[config.mk]
export PLATFORM = sky130hd
export DESIGN_NAME = det_session_ctrl
export DESIGN_NICKNAME = d
export VERILOG_FILES = /design/src/rtl/det_session_ctrl_pkg.sv /design/src/rtl/det_session_ctrl_pattern_matcher.sv /design/src/rtl/det_session_ctrl.sv
export SDC_FILE = /design/constraint.sdc
export NUM_CORES = 1
export LEC_CHECK = 0
export CAP_MARGIN = 10
export CORE_ASPECT_RATIO = 0.9
export CORE_MARGIN = 2
export CORE_UTILIZATION = 54
export CTS_CLUSTER_SIZE = 14
export DETAILED_ROUTE_END_ITERATION = 8
export PLACE_DENSITY = 0.77
export SETUP_SLACK_MARGIN = 0.02
export SLEW_MARGIN = 15
export SYNTH_ARGS = -nofsm -noshare
export SYNTH_HDL_FRONTEND = slang
export SYNTH_SLANG_ARGS = --single-unit
[constraint.sdc]
create_clock -name clk -period 2.7 [get_ports clk]
set_input_delay 0.54 -clock clk [delete_from_list [all_inputs] [get_ports clk]]
set_output_delay 0.54 -clock clk [all_outputs]
set_load 0.005 [all_outputs]
[src/rtl/det_session_ctrl_pkg.sv]
// Shared types and default sizing for the serial pattern-detection session controller.
package det_pkg;

  localparam int DEF_PAT_W = 4;
  localparam int DEF_WIN_W = 8;
  localparam int DEF_CNT_W = 4;

  typedef enum logic [1:0] {
    IDLE = 2'b00,
    RUN  = 2'b01,
    DONE = 2'b10
  } det_state_t;

endpackage

[src/rtl/det_session_ctrl_pattern_matcher.sv]
// Overlapping serial pattern matcher: shift history, fill counter, and a registered match pulse.
module pattern_matcher
  import det_pkg::*;
#(
  parameter int PAT_W = DEF_PAT_W
) (
  input  logic             clk,
  input  logic             rstn,
  input  logic             clr,
  input  logic             shift,
  input  logic             din,
  input  logic [PAT_W-1:0] pattern,
  output logic             match,
  output logic             match_next
);

  localparam int FILL_W = $clog2(PAT_W + 1);

  // Only the newest PAT_W-1 bits need storing; the oldest bit of the
  // full history would fall off on the very next shift anyway.
  logic [PAT_W-2:0]  r_tail;
  logic [FILL_W-1:0] r_fill;
  logic              r_match;
  logic [PAT_W-1:0]  w_hist_next;
  logic              w_full_next;

  assign w_hist_next = {r_tail, din};
  assign w_full_next = (r_fill >= FILL_W'(PAT_W - 1));
  assign match_next  = shift && w_full_next && (w_hist_next == pattern);
  assign match       = r_match;

  // NOTE: reset is synchronous, so rstn is absent from the sensitivity list;
  // state uses non-blocking assignments so every flop samples pre-edge values.
  always_ff @(posedge clk) begin
    if (!rstn) begin
      r_tail  <= '0;
      r_fill  <= '0;
      r_match <= 1'b0;
    end else if (clr) begin
      r_tail  <= '0;
      r_fill  <= '0;
      r_match <= 1'b0;
    end else begin
      r_match <= match_next;
      if (shift) begin
        r_tail <= w_hist_next[PAT_W-2:0];
        if (r_fill != FILL_W'(PAT_W)) begin
          r_fill <= r_fill + FILL_W'(1);
        end
      end
    end
  end

endmodule

[src/rtl/det_session_ctrl.sv]
// Session controller: latches a detection job, runs the matcher over valid bits, reports count/timeout.
module det_session_ctrl
  import det_pkg::*;
#(
  parameter int PAT_W = DEF_PAT_W,
  parameter int WIN_W = DEF_WIN_W,
  parameter int CNT_W = DEF_CNT_W
) (
  input  logic             clk,
  input  logic             rstn,
  input  logic             start,
  input  logic [PAT_W-1:0] pattern,
  input  logic [WIN_W-1:0] win_len,
  input  logic [CNT_W-1:0] match_target,
  input  logic             din,
  input  logic             din_valid,
  output logic             busy,
  output logic             done,
  output logic             timeout,
  output logic             hit,
  output logic [CNT_W-1:0] match_cnt
);

  det_state_t       r_state;
  logic [PAT_W-1:0] r_pattern;
  logic [WIN_W-1:0] r_win_len;
  logic [CNT_W-1:0] r_target;
  logic [WIN_W-1:0] r_bit_cnt;
  logic [CNT_W-1:0] r_match_cnt;
  logic             r_timeout;
  logic             r_busy;
  logic             r_done;

  det_state_t       w_state_next;
  logic             w_start_sess;
  logic             w_shift;
  logic             w_match_next;
  logic             w_match;
  logic [CNT_W-1:0] w_cnt_inc;
  logic [WIN_W-1:0] w_bit_cnt_inc;
  logic             w_exit_match;
  logic             w_exit_win;

  assign w_start_sess  = (r_state == IDLE) && start;
  assign w_shift       = (r_state == RUN) && din_valid;
  assign w_cnt_inc     = (r_match_cnt == '1) ? r_match_cnt : r_match_cnt + CNT_W'(1);
  assign w_bit_cnt_inc = r_bit_cnt + WIN_W'(1);
  assign w_exit_match  = w_match_next && (w_cnt_inc == r_target);
  assign w_exit_win    = w_shift && (w_bit_cnt_inc == r_win_len);

  pattern_matcher #(
    .PAT_W (PAT_W)
  ) u_matcher (
    .clk        (clk),
    .rstn       (rstn),
    .clr        (w_start_sess),
    .shift      (w_shift),
    .din        (din),
    .pattern    (r_pattern),
    .match      (w_match),
    .match_next (w_match_next)
  );

  // NOTE: every always_comb output gets a default first so no latch is inferred.
  always_comb begin
    w_state_next = r_state;
    case (r_state)
      IDLE: begin
        if (start) begin
          if (match_target == '0 || win_len == '0) begin
            w_state_next = DONE;
          end else begin
            w_state_next = RUN;
          end
        end
      end
      RUN: begin
        if (w_exit_match || w_exit_win) begin
          w_state_next = DONE;
        end
      end
      DONE:    w_state_next = IDLE;
      default: w_state_next = IDLE;
    endcase
  end

  always_ff @(posedge clk) begin
    if (!rstn) begin
      r_state     <= IDLE;
      r_pattern   <= '0;
      r_win_len   <= '0;
      r_target    <= '0;
      r_bit_cnt   <= '0;
      r_match_cnt <= '0;
      r_timeout   <= 1'b0;
      r_busy      <= 1'b0;
      r_done      <= 1'b0;
    end else begin
      r_state <= w_state_next;
      r_busy  <= (w_state_next == RUN);
      r_done  <= (w_state_next == DONE);

      if (w_start_sess) begin
        r_pattern   <= pattern;
        r_win_len   <= win_len;
        r_target    <= match_target;
        r_bit_cnt   <= '0;
        r_match_cnt <= '0;
        // A zero target ends successfully even when the window is also zero.
        r_timeout   <= (match_target != '0) && (win_len == '0);
      end else if (w_shift) begin
        r_bit_cnt <= w_bit_cnt_inc;
        if (w_match_next) begin
          r_match_cnt <= w_cnt_inc;
        end
        if (!w_exit_match && w_exit_win) begin
          r_timeout <= 1'b1;
        end
      end
    end
  end

  assign busy      = r_busy;
  assign done      = r_done;
  assign timeout   = r_timeout;
  assign hit       = w_match;
  assign match_cnt = r_match_cnt;

endmodule
==> results.cfg <==
[clock_tree]
tritoncts = done
post_cts_buffers = 0
htreeDepth = 2
clock_latency_ns = 0.28
cts-root-buf = clkbuf_8
clkTransAtPathRegs_ns = 0.08
cts.sinks = 40
clock_path_buffers = 2
cts_buffers = 5
hold_buffers = 0
cts_resized = 0

[global_route]
grt_pass1_vias = 1615
track_usage = 0.227
grt_pass1_wl_mm = 7.40
antenna_found_initial = 0
grt-ovfl-total = 0
grt_max_degree = 22

[synthesis]
yosys_warnings = 0
synthTopCellsByCount = 46 x nand2_1, 40 x dfxtp_1, 18 x nor2_1
synth_top_area_frac = 0.393
synth_area_leaders = dfxtp_1 39%, nand2_1 8.5%, xnor2_1 6.0%, a21boi_0 5.9%, xor2_1 4.3%
yosys_register_bits = 40
ys_types = 42
synth_edf_count = 0
postSynthAreaPerCell_um2 = 8.29
yosysTopAreaCell = dfxtp_1
synth_ff_type = dfxtp_1
yosysMostFrequentCell = nand2_1
synthArstFlopShare = 0
syn_area_um2 = 2040
syn_inst = 246
yosysSeqAreaShare = 0.393
syn_nets = 272

[sta]
fin_worst_skew_ns = 0.00640
rsz0062_at_grt = no
setup_violations = 0
fin_crit_sh = 0.840
max_slew.worst_pin.slew_ns = 0.638
fmax_mhz = 441
finalHoldViolCount = 0
slew_violations = 0
timing.slew.headroom = 0.564
min_period_ns = 2.27
whs_ns = 0.480
setup_tns_ns = 0

[power_and_ir_drop]
leakagePower_nw = 0.876
power.density_nw_per_um2 = 486
total_power_w = 0.00119
max-vdd-ir-drop_mv = 0.406

[drt]
drt_iter0_markers = 125
detail_route.wl_per_cell_um = 13.3
ant_nets = 0
drc = 0
via_per_inst = 5.45
via_count = 1738
finalWirelength_mm = 4.25
firstDrtPassIters = 4

[die]
initial_core_util = 0.554
rows = 21
coreArea_um2 = 3680
die_h_um = 62.3
pin_count = 29
die_area_um2 = 4280
die_w_um = 68.8

[finish]
regArea_um2 = 801
drive_gt1_frac = 0.0586
fin_util = 0.663
num_antenna_cells = 0
num-fill-cells = 310
postLayoutCellArea_um2 = 2440
layout.nets = 298
multi_input_area_um2 = 1150
synthToLayoutAreaGrowth_pct = 19.6

[critical_path]
cp.arrival_ns = 2.44
cp_slowest_cell = a2111oi_0
endpoint_kind = flip-flop
cp-start-kind = flip-flop
path_class = flip-flop to flip-flop
cp_slowest_stage_delay_ns = 0.60
crit_fanout = 9
path_cells = ha_1 > xnor2_1 > o2bb2ai_1 > a2111oi_0 > o2111ai_2 > a31oi_1 > o22ai_1
cp.required_ns = 2.87

[flow_run]
maxCapViolCount = 0

[place]
post_dp_cell_area_um2 = 2350
gp_congestion = 0.860
dpl.hpwl_mm = 3.21
io_buffers = 28

[run_status]
run_status = complete, no violations

[hold_path]
hold_class = flip-flop to flip-flop
-- logic make-up (layout without fill, tap and decap cells) --
group / Yosys count / count (layout) / synth area share
adders and majority gates: 5 / 5 / 0.0307
xor gates and xnor gates: 24 / 24 / 0.103
and+or+nand+nor: 105 / 105 / 0.247
muxes: 4 / 4 / 0.0196
DFF: 40 / 40 / 0.393
buffers and inverters: 20 / 47 / 0.0430
AOI/OAI and AO/OA: 48 / 48 / 0.164
-- final cells by class --
class	count	area share
timing repair buffer	33	0.130
clock buffer	8	0.0369
tap	46	0.0236
inverter	6	0.00924
sequential	40	0.328
multi-input combinational	186	0.472
-- worst paths after layout --
| path | start | depth (start not counted) | to | slack, ns |
|---|---|---|---|---|
| max | match_cnt[0] | 7 | timeout | 0.43 |
| min | r_target[1] | 2 | r_target[1] | 0.48 |
| max reg2reg | match_cnt[0] | 7 | timeout | 0.43 |
| min reg2reg | r_target[1] | 2 | r_target[1] | 0.48 |
-- sequential cells by signal, indices dropped and copies added (netlist names), 2 cells and up --
register	cells
r_bit_cnt	8
r_win_len	8
match_cnt	4
r_pattern	4
r_target	4
u_matcher.r_fill	3
u_matcher.r_tail	3
r_state	2
-- through the flow --
stage               std cells  worst slack [ns]
floorplan                 246             0.771
global placement          311             0.428
detailed placement        311             0.403
CTS                       319             0.422
global route              319             0.161
finish                    319             0.433
-- layer usage --
metal | wire [µm] | GRT usage
met1 | 2090 | 0.322
met2 | 1940 | 0.340
met3 | 177 | 0.0543
met4 | 48 | 0.0662
met5 | 0 | 0
-- placed cells by master, fill, tap and decap left out, types with 2 or more instances in the layout --
master	Yosys	routed
o21a_1	3	3
inv_1	6	6
nand2b_1	5	5
or3_1	4	4
o22ai_1	3	3
ha_1	5	5
buf_4	2	5
xor2_1	10	10
mux2i_1	4	4
xnor2_1	14	14
clkdlybuf4s50_1	0	28
a21boi_0	16	16
a31oi_1	2	2
nand3b_1	2	2
nand3_1	7	7
nand4_1	6	6
and2_1	2	2
nor2_1	18	18
o21ai_0	5	5
dfxtp_1	40	40
clkbuf_1	8	2
clkbuf_8	0	6
a21oi_1	10	10
nor4_1	3	3
and3_1	3	3
nor3_1	2	2
nand2_1	46	46
-- worst max-delay path, delay by kind of cell, from the launching register on --
kind / cells / cell delay (ns)
XOR/XNOR: 1 / 0.13
adder cells (fa/ha/maj): 1 / 0.38
flip-flops: 1 / 0.47
AO/OA/AOI/OAI: 5 / 1.18
-- where the power goes --
part | total, W | internal (W) | switching [W]
Sequential | 0.000636 | 0.000614 | 0.0000211
Combinational | 0.000153 | 0.0000776 | 0.0000751
Clock | 0.000398 | 0.000208 | 0.000189
No activity file was read; power rests on OpenSTA's default activity.
